[src/rtl/slice_add_sequencer.sv]
// Multi-cycle wide adder: one SLICE-bit carry-increment adder is stepped LSB-first
// across WIDTH/SLICE slices, with the inter-slice carry held in a register.

module carry_increment_adder #(
  parameter int W = 16
) (
  input  logic [W-1:0] a_i,
  input  logic [W-1:0] b_i,
  input  logic         cin_i,
  output logic [W-1:0] sum_o,
  output logic         cout_o
);
  localparam int NB = W / 4;

  logic [NB:0] c;
  assign c[0]   = cin_i;
  assign cout_o = c[NB];

  // Each nibble adds assuming no carry-in, then increments once the real carry arrives.
  for (genvar g = 0; g < NB; g++) begin : g_blk
    logic [4:0] raw;
    assign raw              = {1'b0, a_i[4*g +: 4]} + {1'b0, b_i[4*g +: 4]};
    assign sum_o[4*g +: 4]  = raw[3:0] + {3'b000, c[g]};
    assign c[g+1]           = raw[4] | (c[g] & (&raw[3:0]));
  end
endmodule

// state | meaning
// IDLE  | waiting for operands, in_ready high
// RUN   | adding slice idx_q, one slice per clock
// DONE  | result held on sum/cout until out_ready
module slice_add_sequencer #(
  parameter int WIDTH = 64,
  parameter int SLICE = 16
) (
  input  logic             clk,
  input  logic             rst_n,
  input  logic             in_valid,
  output logic             in_ready,
  input  logic [WIDTH-1:0] a,
  input  logic [WIDTH-1:0] b,
  input  logic             cin,
  output logic             out_valid,
  input  logic             out_ready,
  output logic [WIDTH-1:0] sum,
  output logic             cout,
  output logic             busy
);
  localparam int N    = WIDTH / SLICE;
  localparam int IDXW = (N > 1) ? $clog2(N) : 1;
  localparam logic [IDXW-1:0] LAST = IDXW'(N - 1);

  typedef enum logic [1:0] {IDLE, RUN, DONE} state_t;

  state_t             state_q, state_d;
  logic [IDXW-1:0]    idx_q, idx_d;
  logic               carry_q, carry_d;
  logic [WIDTH-1:0]   op_a_q, op_a_d, op_b_q, op_b_d;
  logic [WIDTH-1:0]   sum_q, sum_d;
  logic               cout_q, cout_d;

  logic [SLICE-1:0]   slc_a, slc_b, slc_sum;
  logic               slc_cout;
  logic               accept;

  assign slc_a = op_a_q[idx_q*SLICE +: SLICE];
  assign slc_b = op_b_q[idx_q*SLICE +: SLICE];

  carry_increment_adder #(.W(SLICE)) u_slice (
    .a_i    (slc_a),
    .b_i    (slc_b),
    .cin_i  (carry_q),
    .sum_o  (slc_sum),
    .cout_o (slc_cout)
  );

  assign in_ready  = (state_q == IDLE) || ((state_q == DONE) && out_ready);
  assign out_valid = (state_q == DONE);
  assign busy      = (state_q == RUN);
  assign sum       = sum_q;
  assign cout      = cout_q;
  assign accept    = in_valid && in_ready;

  always_comb begin
    state_d = state_q;
    idx_d   = idx_q;
    carry_d = carry_q;
    op_a_d  = op_a_q;
    op_b_d  = op_b_q;
    sum_d   = sum_q;
    cout_d  = cout_q;
    case (state_q)
      IDLE: ;
      RUN: begin
        sum_d[idx_q*SLICE +: SLICE] = slc_sum;
        carry_d = slc_cout;
        if (idx_q == LAST) begin
          cout_d  = slc_cout;
          state_d = DONE;
        end else begin
          idx_d = IDXW'(idx_q + 1'b1);
        end
      end
      DONE:    if (out_ready) state_d = IDLE;
      default: state_d = IDLE;
    endcase
    // Accepting from DONE skips IDLE so back-to-back transfers have no bubble.
    if (accept) begin
      op_a_d  = a;
      op_b_d  = b;
      carry_d = cin;
      idx_d   = '0;
      state_d = RUN;
    end
  end

  always_ff @(posedge clk or negedge rst_n) begin
    if (!rst_n) begin
      state_q <= IDLE;
      idx_q   <= '0;
      carry_q <= 1'b0;
      op_a_q  <= '0;
      op_b_q  <= '0;
      sum_q   <= '0;
      cout_q  <= 1'b0;
    end else begin
      state_q <= state_d;
      idx_q   <= idx_d;
      carry_q <= carry_d;
      op_a_q  <= op_a_d;
      op_b_q  <= op_b_d;
      sum_q   <= sum_d;
      cout_q  <= cout_d;
    end
  end
endmodule

[config.mk]
export PLATFORM = sky130hd
export DESIGN_NAME = slice_add_sequencer
export DESIGN_NICKNAME = d
export VERILOG_FILES = /design/src/rtl/slice_add_sequencer.sv
export SDC_FILE = /design/constraint.sdc
export NUM_CORES = 1
export LEC_CHECK = 0
export ABC_AREA = 1
export ABC_CLOCK_PERIOD_IN_PS = 3300
export CORE_MARGIN = 2
export CORE_UTILIZATION = 30
export DETAILED_ROUTE_END_ITERATION = 10
export GPL_ROUTABILITY_DRIVEN = 0
export GPL_TIMING_DRIVEN = 0
export SYNTH_ARGS = -nofsm -noshare
export SYNTH_HDL_FRONTEND = slang
export SYNTH_SLANG_ARGS = --single-unit
[constraint.sdc]
create_clock -name clk -period 3.3 [get_ports clk]
set_input_delay 0.66 -clock clk [delete_from_list [all_inputs] [get_ports clk]]
set_output_delay 0.66 -clock clk [all_outputs]
set_load 0.005 [all_outputs]
==> run_results.csv <==
group,metric,value,unit
synth,syn-cell-area,9300,um2
sta,grt_setup_unrepaired,"yes",
route,drt_pass1_iterations,5,
final_layout,nets,1516,
route,vias,8486,
route,ant_nets,0,
route,wl_met2,14.9,mm
sta,fin_skew,16.6,ps
clocking,clkLatencyLatePin,460,ps
placed_design,portBuffers,200,
route,drtIter0Drc,640,
sta,hold_slack,273,ps
clocking,htree_levels,4,
outcome,outcome,"complete, no violations",
clocking,numCtsBuffers,17,
synth,synth.distinct_cells,36,
sta,finalMaxSlewViolations,0,
critical_path,cp_common_cell,"nand2_2",
sta,slew_headroom,0.410,
final_layout,diodes,0,
sta,fin_crit_sh,0.999,
power_and_ir_drop,ir_drop,0.000901,V
global_routing,groute.usage.overall,0.195,
clocking,cts_hold_buf,0,
synth,ys_top_cells_by_count,"469 x nand2_1, 198 x dfrtp_1, 115 x o21ai_0",
sta,worstMarginPinSlew,885,ps
route,wirelength,31.9,mm
critical_path,path_cells,"buf_6, clkinv_8, buf_8, o21ai_2, o22ai_2, ha_2, fa_2, inv_2, nor2_4, nand2_2, nor2_2, nand2_2, nand2_2, nand2_2, nand2_4, ha_4, ha_4, xor2_4, nor2_2, a22o_1",
power_and_ir_drop,power_density,1310,nW/um2
worst_hold_path,hold_path.class,"input port to async pin",
synth,synth_area_leaders,"dfrtp_1 53%, nand2_1 19%, o21ai_0 6.2%, ha_1 3.9%, nor2_1 3.1%",
global_routing,antenna_found_initial,0,
sta,setup_violations,0,
route,wl_met1,14.3,mm
clocking,cts.clk_slew.worst_paths,80,ps
die,start_util,0.304,
critical_path,cp.required,3650,ps
die,die_height,180,um
flow_run,maxCapViolations,0,
clocking,cts_sinks,198,
clocking,cts_root_buf,"clkbuf_16",
placed_design,hpwlAfterDp,23.7,mm
sta,setup_slack,3.55,ps
route,avgViaCountPerCell,4.82,
route,routed.top_layer,"met4",
synth,yosysWarnings,0,
critical_path,max_stage_delay,550,ps
synth,synth_cells,1105,
clocking,cts_tree,"built",
synth,synth_edf_count,0,
synth,yosysSeqAreaShare,0.533,
sta,fmax,303,MHz
synth,ys_seq_elements,198,
synth,yosys.area.top_type_share,0.533,
critical_path,cp-start-kind,"flop",
global_routing,gr-total-overflow,0,
critical_path,arrival,3640,ps
global_routing,grt_pass1_wl,48.4,mm
die,core_area,30600,um2
critical_path,crit_path_max_fanout,8,
synth,async_flop_share,1.00,
route,wl_met3,1.93,mm
placed_design,pre_cts_slack,-774,ps
critical_path,cp_slowest_cell,"fa_2",
die,die_w,180,um
route,drc,0,
die,fp.dieArea,32400,um2
final_layout,area_growth_syn_to_layout,42.0,%
critical_path,critPathCaptureType,"flop",
die,io_pins,201,
synth,synth_ff_type,"dfrtp_1",
power_and_ir_drop,p_leak,0.00631,uW
global_routing,grt_pass1_vias,8529,
sta,finalHoldViolations,0,
synth,syn_area_per_cell,8.42,um2
global_routing,grt_max_degree,115,
critical_path,crit_type,"flop to flop",
synth,syn-num-nets,1271,
sta,period_needed,3300,ps
route,wl_per_cell,18.2,um
synth,synth_largest_area_cell,"dfrtp_1",
clocking,clockBufferDepth,2,
synth,yosysMostFrequentCell,"nand2_1",
die,num_rows,64,
final_layout,drive_above_1_share,0.153,
## cells by family (layout without fill, tap and decap cells)
kind of cell,Yosys count,after routing,synth area share
and+or+nand+nor,588,588,0.251
xor gates and xnor gates,12,12,0.0113
buffers and inverters,93,351,0.0441
adders and majority gates,33,33,0.0476
AOI/OAI and AO/OA,181,181,0.113
DFF,198,198,0.533
## sequential cells by signal, indices dropped and copies added, names as in the netlist
register,flops
carry_q,1
cout,1
state_q,2
sum,64
op_a_q,64
op_b_q,64
idx_q,2
## layout by cell type, fill, tap and decap left out, types with 4 or more instances in the layout
cell type	synthesis	layout
o21ai_2	10	15
o22ai_2	0	10
nor2_1	77	64
nor2_2	3	10
o21ai_1	2	15
inv_2	6	9
clkbuf_16	0	20
clkdlybuf4s50_1	0	199
o22ai_1	33	23
buf_6	2	5
a32o_1	8	8
nand2_4	3	5
inv_8	0	6
o21ai_0	115	95
nand2_2	2	9
clkbuf_1	27	11
xnor2_1	7	4
ha_1	29	20
a22o_1	6	6
nand3_1	24	21
nor2_4	1	7
buf_4	1	27
buf_2	30	28
ha_2	0	4
dfrtp_1	198	197
ha_4	0	5
clkbuf_2	0	6
clkinv_8	0	4
nand2_1	469	460
inv_1	23	19
## layout make-up
class / count / area [um2]
plain buffers: 60 / 410
multi-input cells: 814 / 4340
inverters: 32 / 140
repair buffers: 227 / 2240
flip-flops and latches: 198 / 4960
well taps: 396 / 495
clock inverters: 15 / 196
fillers: 2990 / 17400
clock buffers: 17 / 425
## metal layers
layer,vias to the layer above,track usage
li1,4052,-
met1,4051,0.264
met2,330,0.316
met3,53,0.0338
met4,0,0.0700
met5,-,0
## critical path, delay by kind of cell (launching register included)
kind                       cells  cell delay (ps)
DFF                            1              360
AOI/OAI and AO/OA              3              410
and+or+nand+nor                8              670
buffers and inverters          4              460
xor gates and xnor gates       1              180
adders and majority gates      4             1070
## through the flow
stage / std cells / TNS (ps) / cell area, um2 / util / total power [uW]
6_report: 1759 / 0 / 13200 / 0.432 / 17300
5_1_grt: 1759 / -1750 / 13200 / 0.432 / 18500
4_1_cts: 1746 / -45.3 / 12800 / 0.418 / 15800
3_5_place_dp: 1702 / -19510 / 11800 / 0.387 / 12500
3_3_place_gp: 1701 / -1384540 / 11800 / 0.386 / 12300
2_1_floorplan: 1105 / 0 / 9300 / - / 9140
## where the power goes
group	internal (uW)	total (uW)	leakage, uW	switching (uW)
Combinational	4620	10800	0.00347	6220
Clock	1110	2220	0.000302	1110
Sequential	3490	4240	0.00254	756
## final timing paths
path | startpoint | to | slack [ps] | depth (start not counted)
min in group clk | op_a_q[19]$_DFFE_PN0P_ | op_a_q[19]$_DFFE_PN0P_ | 480 | 2
min reg2reg | op_a_q[19]$_DFFE_PN0P_ | op_a_q[19]$_DFFE_PN0P_ | 480 | 2
max in group asynchronous | rst_n | op_b_q[60]$_DFFE_PN0P_ | 2060 | 2
max | idx_q[0]$_DFFE_PN0P_ | sum[46]$_DFFE_PN0P_ | 4 | 20
min | rst_n | sum[2]$_DFFE_PN0P_ | 270 | 1
max reg2reg | idx_q[0]$_DFFE_PN0P_ | sum[46]$_DFFE_PN0P_ | 4 | 20
## what timing repair did
item / CTS / global route
buffers inserted: 13 / 12
endpoints found under the setup margin: 47 / 31
cloned: 0 / 1
pin swaps: 14 / 29
resized for setup: 73 / 86
No activity file was read; power rests on OpenSTA's default activity.
